**src/rtl/sof_mailbox_pkg.sv**
```systemverilog
// Shared types and helpers for the software/fabric mailbox bridge.
package sof_mailbox_pkg;

  localparam int OVF_CNT_W = 16;

  typedef logic [1:0] state_t;
  localparam state_t ST_IDLE       = 2'd0;
  localparam state_t ST_COMMIT     = 2'd1;
  localparam state_t ST_WAIT_SPACE = 2'd2;
  localparam state_t ST_ACK        = 2'd3;

  function automatic int clog2(input int v);
    int r;
    r = 0;
    while ((1 << r) < v) r++;
    return r;
  endfunction

endpackage

```
**src/rtl/sof_cmd_fifo.sv**
```systemverilog
// First-word-fall-through command FIFO; a push into a full FIFO lands when a pop happens the same cycle.
module sof_cmd_fifo
  import sof_mailbox_pkg::*;
#(
  parameter int W     = 35,
  parameter int DEPTH = 4
) (
  input  logic                 clk,
  input  logic                 rst_n,
  input  logic                 push,
  input  logic [W-1:0]         push_data,
  input  logic                 pop_ready,
  output logic [W-1:0]         head,
  output logic                 valid,
  output logic                 full,
  output logic                 empty,
  output logic [clog2(DEPTH):0] level
);
  localparam int PW = clog2(DEPTH);

  logic [W-1:0]  mem [DEPTH];
  logic [PW-1:0] rd_ptr, wr_ptr;
  logic          pop, wr_en;

  assign empty = (level == '0);
  assign full  = (level == (PW+1)'(DEPTH));
  assign valid = !empty;
  assign pop   = valid & pop_ready;
  assign wr_en = push & (!full | pop);
  assign head  = mem[rd_ptr];

  for (genvar g = 0; g < DEPTH; g++) begin : g_ent
    always_ff @(posedge clk or negedge rst_n) begin
      if (!rst_n)                            mem[g] <= '0;
      else if (wr_en && wr_ptr == PW'(g))    mem[g] <= push_data;
    end
  end

  // Power-of-two depth lets the pointers wrap by plain overflow.
  always_ff @(posedge clk or negedge rst_n) begin
    if (!rst_n) begin
      rd_ptr <= '0;
      wr_ptr <= '0;
      level  <= '0;
    end else begin
      if (wr_en) wr_ptr <= wr_ptr + PW'(1);
      if (pop)   rd_ptr <= rd_ptr + PW'(1);
      if (wr_en && !pop)      level <= level + (PW+1)'(1);
      else if (!wr_en && pop) level <= level - (PW+1)'(1);
    end
  end

endmodule

```
**src/rtl/sof_mailbox_bridge.sv**
```systemverilog
// Software req/ack mailbox: commits a write into a register file and forwards it as a FIFO command.
module sof_mailbox_bridge
  import sof_mailbox_pkg::*;
#(
  parameter int DATA_W     = 32,
  parameter int NUM_REGS   = 8,
  parameter int FIFO_DEPTH = 4,
  parameter int BLOCKING   = 1
) (
  input  logic                         clk_clk,
  input  logic                         reset_reset_n,
  input  logic                         sw_req,
  input  logic [31:0]                  sw_addr,
  input  logic [DATA_W-1:0]            sw_data,
  output logic                         hw_ack,
  output logic [NUM_REGS*DATA_W-1:0]   regs_flat,
  output logic                         out_valid,
  input  logic                         out_ready,
  output logic [clog2(NUM_REGS)-1:0]   out_addr,
  output logic [DATA_W-1:0]            out_data,
  output logic [clog2(FIFO_DEPTH):0]   fifo_level,
  output logic [OVF_CNT_W-1:0]         overflow_cnt,
  output logic                         addr_err,
  input  logic                         err_clr
);
  localparam int AW = clog2(NUM_REGS);

  logic [1:0]        rst_sync;
  logic              rst_n;
  state_t            state, state_nx;
  logic [31:0]       stage_addr;
  logic [DATA_W-1:0] stage_data;
  logic [AW-1:0]     stage_idx;
  logic              addr_ok, full, empty, can_accept, push, reg_we, ovf_inc;
  logic [DATA_W-1:0] regs [NUM_REGS];

  // Reset asserts immediately but releases only after two clean edges.
  always_ff @(posedge clk_clk or negedge reset_reset_n) begin
    if (!reset_reset_n) rst_sync <= '0;
    else                rst_sync <= {rst_sync[0], 1'b1};
  end
  assign rst_n = rst_sync[1];

  assign stage_idx  = stage_addr[AW-1:0];
  assign addr_ok    = (stage_addr < 32'(NUM_REGS));
  assign can_accept = !full | (out_valid & out_ready);
  assign reg_we     = (state == ST_COMMIT) && addr_ok;
  assign push       = (reg_we || state == ST_WAIT_SPACE) && can_accept;
  assign ovf_inc    = reg_we && !can_accept && (BLOCKING == 0);

  always_comb begin
    state_nx = state;
    case (state)
      ST_IDLE:       if (sw_req) state_nx = ST_COMMIT;
      ST_COMMIT:     state_nx = (reg_we && !can_accept && BLOCKING != 0) ? ST_WAIT_SPACE : ST_ACK;
      ST_WAIT_SPACE: if (can_accept) state_nx = ST_ACK;
      default:       if (!sw_req) state_nx = ST_IDLE;
    endcase
  end

  always_ff @(posedge clk_clk or negedge rst_n) begin
    if (!rst_n) begin
      state        <= ST_IDLE;
      hw_ack       <= 1'b0;
      stage_addr   <= '0;
      stage_data   <= '0;
      addr_err     <= 1'b0;
      overflow_cnt <= '0;
    end else begin
      state  <= state_nx;
      hw_ack <= (state == ST_ACK);
      if (state == ST_IDLE && sw_req) begin
        stage_addr <= sw_addr;
        stage_data <= sw_data;
      end
      // A new error or overflow in the same cycle as err_clr takes priority.
      if (state == ST_COMMIT && !addr_ok) addr_err <= 1'b1;
      else if (err_clr)                   addr_err <= 1'b0;
      if (ovf_inc) begin
        if (overflow_cnt != '1) overflow_cnt <= overflow_cnt + OVF_CNT_W'(1);
      end else if (err_clr) begin
        overflow_cnt <= '0;
      end
    end
  end

  for (genvar g = 0; g < NUM_REGS; g++) begin : g_reg
    always_ff @(posedge clk_clk or negedge rst_n) begin
      if (!rst_n)                               regs[g] <= '0;
      else if (reg_we && stage_idx == AW'(g))   regs[g] <= stage_data;
    end
    assign regs_flat[g*DATA_W +: DATA_W] = regs[g];
  end

  sof_cmd_fifo #(
    .W     (AW + DATA_W),
    .DEPTH (FIFO_DEPTH)
  ) u_fifo (
    .clk       (clk_clk),
    .rst_n     (rst_n),
    .push      (push),
    .push_data ({stage_idx, stage_data}),
    .pop_ready (out_ready),
    .head      ({out_addr, out_data}),
    .valid     (out_valid),
    .full      (full),
    .empty     (empty),
    .level     (fifo_level)
  );

endmodule

```
**config.mk**
```make
export PLATFORM = sky130hd
export DESIGN_NAME = sof_mailbox_bridge
export DESIGN_NICKNAME = d
export VERILOG_FILES = /design/src/rtl/sof_mailbox_pkg.sv /design/src/rtl/sof_cmd_fifo.sv /design/src/rtl/sof_mailbox_bridge.sv
export SDC_FILE = /design/constraint.sdc
export NUM_CORES = 1
export LEC_CHECK = 0
export ABC_AREA = 1
export BUFFER_PORTS_ARGS = -buffer_cell sky130_fd_sc_hd__buf_2
export CORE_UTILIZATION = 50
export CTS_BUF_LIST = sky130_fd_sc_hd__clkbuf_16
export CTS_CLUSTER_DIAMETER = 200
export DETAILED_ROUTE_END_ITERATION = 16
export GPL_TIMING_DRIVEN = 0
export PLACE_DENSITY = 0.72
export RECOVER_POWER = 25
export SYNTH_ARGS = -nofsm -noshare
export SYNTH_HDL_FRONTEND = slang
export SYNTH_SLANG_ARGS = --single-unit
export TNS_END_PERCENT = 50
```
**constraint.sdc**
```tcl
create_clock -name clk_clk -period 34.5 [get_ports clk_clk]
set_clock_uncertainty 0.15 [all_clocks]
set_input_delay 1.725 -clock clk_clk [delete_from_list [all_inputs] [get_ports clk_clk]]
set_output_delay 1.725 -clock clk_clk [all_outputs]
set_load 0.02 [all_outputs]
```
==> impl_metrics.xml <==
<?xml version="1.0" encoding="UTF-8"?>
<metrics>
  <group name="setup_path">
    <metric name="worstPathRequired" unit="ns">34.16</metric>
    <metric name="critPathKind" unit="">reg -&gt; async</metric>
    <metric name="setup.worst_path.start_class" unit="">flip-flop</metric>
    <metric name="critPathMaxFanout" unit="">69</metric>
    <metric name="timing.critical_path.to_type" unit="">asynchronous set/reset pin</metric>
    <metric name="critPathArrivalTime" unit="ns">7.08</metric>
  </group>
  <group name="detailed_routing">
    <metric name="final_antenna_net_count" unit="">0</metric>
    <metric name="drt_first_pass_iters" unit="">5</metric>
    <metric name="dr.first_iter.drc_count" unit="">1628</metric>
    <metric name="route.detailed.drc" unit="">0</metric>
    <metric name="via_count" unit="">18400</metric>
    <metric name="wl_per_cell" unit="um">20.6</metric>
    <metric name="totalWireLength" unit="mm">68.1</metric>
    <metric name="post_drt_via_cell_ratio" unit="">5.57</metric>
  </group>
  <group name="cts">
    <metric name="cts-root-to-sink-buffers" unit="">3</metric>
    <metric name="clock_latency_on_the_worst_skew_pair" unit="ns">0.60</metric>
    <metric name="cts_tree" unit="">yes</metric>
    <metric name="worst_setup_hold_path_clk_slew" unit="ns">0.06</metric>
    <metric name="cts_inserted_buffers" unit="">51</metric>
    <metric name="cts_max_level" unit="">2</metric>
    <metric name="ctsHoldBuffers" unit="">0</metric>
    <metric name="postCtsSetupBuffers" unit="">0</metric>
    <metric name="cts-resized-gates" unit="">0</metric>
    <metric name="clock_sinks" unit="">473</metric>
    <metric name="clock-root-buffer" unit="">sky130_fd_sc_hd__clkbuf_16</metric>
  </group>
  <group name="floorplan">
    <metric name="core_area" unit="um^2">40000</metric>
    <metric name="initial_utilization" unit="">0.512</metric>
    <metric name="die_area" unit="um^2">41700</metric>
    <metric name="die_height" unit="um">204</metric>
    <metric name="io-pin-count" unit="">382</metric>
    <metric name="width_of_the_chip" unit="um">204</metric>
    <metric name="placementRows" unit="">73</metric>
  </group>
  <group name="finish">
    <metric name="fillerInstances" unit="">3488</metric>
    <metric name="instances_no_fill" unit="">3298</metric>
    <metric name="drive_gt1_frac" unit="">0.214</metric>
    <metric name="fin_area" unit="um^2">24600</metric>
    <metric name="nets" unit="">2807</metric>
    <metric name="synthToLayoutAreaGrowth" unit="%">20.4</metric>
  </group>
  <group name="synth">
    <metric name="synth_area" unit="um^2">20500</metric>
    <metric name="yosysSeqAreaShare" unit="">0.578</metric>
    <metric name="yosysUniqueCellTypes" unit="">29</metric>
    <metric name="syn_area_per_cell" unit="um^2">8.94</metric>
    <metric name="synth-seq-cells" unit="">473</metric>
    <metric name="synthDominantCellAreaShare" unit="">0.578</metric>
    <metric name="yosys_warnings" unit="">0</metric>
    <metric name="post-synth-top-area-cell" unit="">sky130_fd_sc_hd__dfrtp_1</metric>
    <metric name="netlist_instances" unit="">2288</metric>
    <metric name="synth.most_common_cell" unit="">sky130_fd_sc_hd__nand2_1</metric>
    <metric name="synthTopCellsByCount" unit="">sky130_fd_sc_hd__nand2_1, sky130_fd_sc_hd__dfrtp_1, sky130_fd_sc_hd__nand3_1, sky130_fd_sc_hd__nand4_1, sky130_fd_sc_hd__nor2_1</metric>
    <metric name="synth_enable_flop_cells" unit="">0</metric>
    <metric name="postSynth.topFlopCell" unit="">sky130_fd_sc_hd__dfrtp_1</metric>
    <metric name="async_reset_ff_frac" unit="">1.00</metric>
    <metric name="netlist_top_cells_area" unit="">sky130_fd_sc_hd__dfrtp_1, sky130_fd_sc_hd__nand2_1, sky130_fd_sc_hd__nand3_1, sky130_fd_sc_hd__nand4_1, sky130_fd_sc_hd__buf_6</metric>
  </group>
  <group name="timing">
    <metric name="fin_crit_sh" unit="">0.215</metric>
    <metric name="fin_worst_hold_slack" unit="ns">0.212</metric>
    <metric name="drv_slew" unit="">343</metric>
    <metric name="final_period_minus_worst_setup_slack" unit="ns">7.41</metric>
    <metric name="grt_setup_unrepaired" unit="">no</metric>
    <metric name="clock.fmax" unit="GHz">0.135</metric>
    <metric name="hold_viol_final" unit="">0</metric>
    <metric name="slew_headroom" unit="">-1.53</metric>
    <metric name="setup-tns-final" unit="ns">0</metric>
    <metric name="tightestPinTransition" unit="ns">3.79</metric>
    <metric name="setup_viol" unit="">0</metric>
    <metric name="worst_slack" unit="ns">27.09</metric>
  </group>
  <group name="pwr">
    <metric name="power-per-cell-area" unit="nW/um^2">80.9</metric>
    <metric name="peakVddDrop" unit="V">0.0000494</metric>
    <metric name="p_leak" unit="nW">13.9</metric>
  </group>
  <group name="placement">
    <metric name="gp_weighted_congestion" unit="">0.919</metric>
    <metric name="portBuffers" unit="">365</metric>
    <metric name="dp_hpwl" unit="mm">48.5</metric>
    <metric name="place.detailed.instances" unit="">3200</metric>
    <metric name="detailedPlace.worstSlack" unit="ns">30.35</metric>
    <metric name="post_dp_cell_area" unit="um^2">23200</metric>
  </group>
  <group name="grt">
    <metric name="grt_max_degree" unit="">72</metric>
    <metric name="grt.overflow.total" unit="">0</metric>
    <metric name="grtUsageTotal" unit="">0.330</metric>
    <metric name="grt_pass1_vias" unit="">18000</metric>
    <metric name="grt_pass1_wl" unit="mm">105</metric>
    <metric name="grt_antenna_before_repair" unit="">4</metric>
  </group>
  <group name="job">
    <metric name="max-cap-violations" unit="">6</metric>
  </group>
  <group name="hold_path">
    <metric name="holdCritPathClass" unit="">reg -&gt; reg</metric>
  </group>
  <group name="outcome">
    <metric name="failing_checks" unit="">max-capacitance violations, max-slew violations</metric>
    <metric name="run_status" unit="">finished, violations left</metric>
  </group>
</metrics>
==> worst max-delay path, cell delays in order, from the launching register on <==
cell	delay, ns
sky130_fd_sc_hd__dfrtp_1	1.44
sky130_fd_sc_hd__clkbuf_1	2.18
sky130_fd_sc_hd__clkbuf_1	2.78
==> flip-flops by register name (all words and copies together) (netlist names), 2 cells and up <==
signal	count
regs_flat	256
u_fifo.mem	140
stage_addr	32
stage_data	32
u_fifo.level	3
rst_sync	2
state	2
u_fifo.rd_ptr	2
u_fifo.wr_ptr	2
==> cell usage in the layout (no fill, tap or decap), types with 36 or more instances in the layout <==
| cell type | n |
|---|---|
| sky130_fd_sc_hd__inv_1 | 55 |
| sky130_fd_sc_hd__buf_2 | 408 |
| sky130_fd_sc_hd__buf_6 | 39 |
| sky130_fd_sc_hd__o21ai_0 | 73 |
| sky130_fd_sc_hd__nand3_1 | 258 |
| sky130_fd_sc_hd__nand4_1 | 141 |
| sky130_fd_sc_hd__mux2_2 | 36 |
| sky130_fd_sc_hd__nand2_1 | 832 |
| sky130_fd_sc_hd__nor2_1 | 116 |
| sky130_fd_sc_hd__clkbuf_1 | 117 |
| sky130_fd_sc_hd__clkbuf_16 | 52 |
| sky130_fd_sc_hd__dfrtp_1 | 473 |
==> kinds of logic after synthesis <==
group / share of synthesized area
DFF: 0.578
xor gates and xnor gates: 0.00128
other: 0.000367
muxes: 0.0198
AOI/OAI and AO/OA: 0.0369
adders and majority gates: 0.00648
buffers and inverters: 0.0702
and+or+nand+nor: 0.287
==> per-stage QoR <==
step / power, mW / util
after floorplan: 1.19 / -
after global placement: 1.45 / 0.575
after detailed placement: 1.47 / 0.580
after CTS: 1.99 / 0.619
after global routing: 2.09 / 0.616
final: 1.99 / 0.616
==> per-layer routing <==
metal / wire, um / GRT usage / up-vias
li1: - / - / 8346
met4: 3020 / 0.146 / 0
met2: 30900 / 0.509 / 879
met5: 0 / 0 / -
met3: 6820 / 0.0923 / 166
met1: 27300 / 0.435 / 8986
==> final cells by class <==
cell class / count / area (um^2) / share of cell area
diodes: 4 / 10.0 / 0.000406
plain buffers: 221 / 1270 / 0.0516
clock buffers: 52 / 1300 / 0.0528
clock inverters: 42 / 255 / 0.0104
inverters: 44 / 165 / 0.00670
multi-input cells: 1565 / 7250 / 0.294
flip-flops and latches: 473 / 11800 / 0.480
well taps: 525 / 657 / 0.0267
repair buffers: 372 / 1900 / 0.0771
==> power breakdown <==
part	switching, mW	internal, mW	leakage [nW]
Clock	0.228	0.288	0.813
Combinational	0.536	0.196	6.87
Sequential	0.0767	0.669	6.24
==> final timing paths <==
check	from	slack, ns	cells past startpoint	endpoint
setup / recovery	rst_sync[1]	27.09	2	u_fifo.mem[112]
hold / removal	rst_sync[0]	0.21	0	rst_sync[1]
setup reg to reg	rst_sync[1]	27.09	2	u_fifo.mem[112]
hold reg to reg	rst_sync[0]	0.21	0	rst_sync[1]
max in group clk_clk	u_fifo.rd_ptr[0]	29.86	6	out_data[31]
min in group asynchronous	rst_sync[1]	0.54	0	regs_flat[6]
Note: power is estimated with default switching activity, not from simulation.
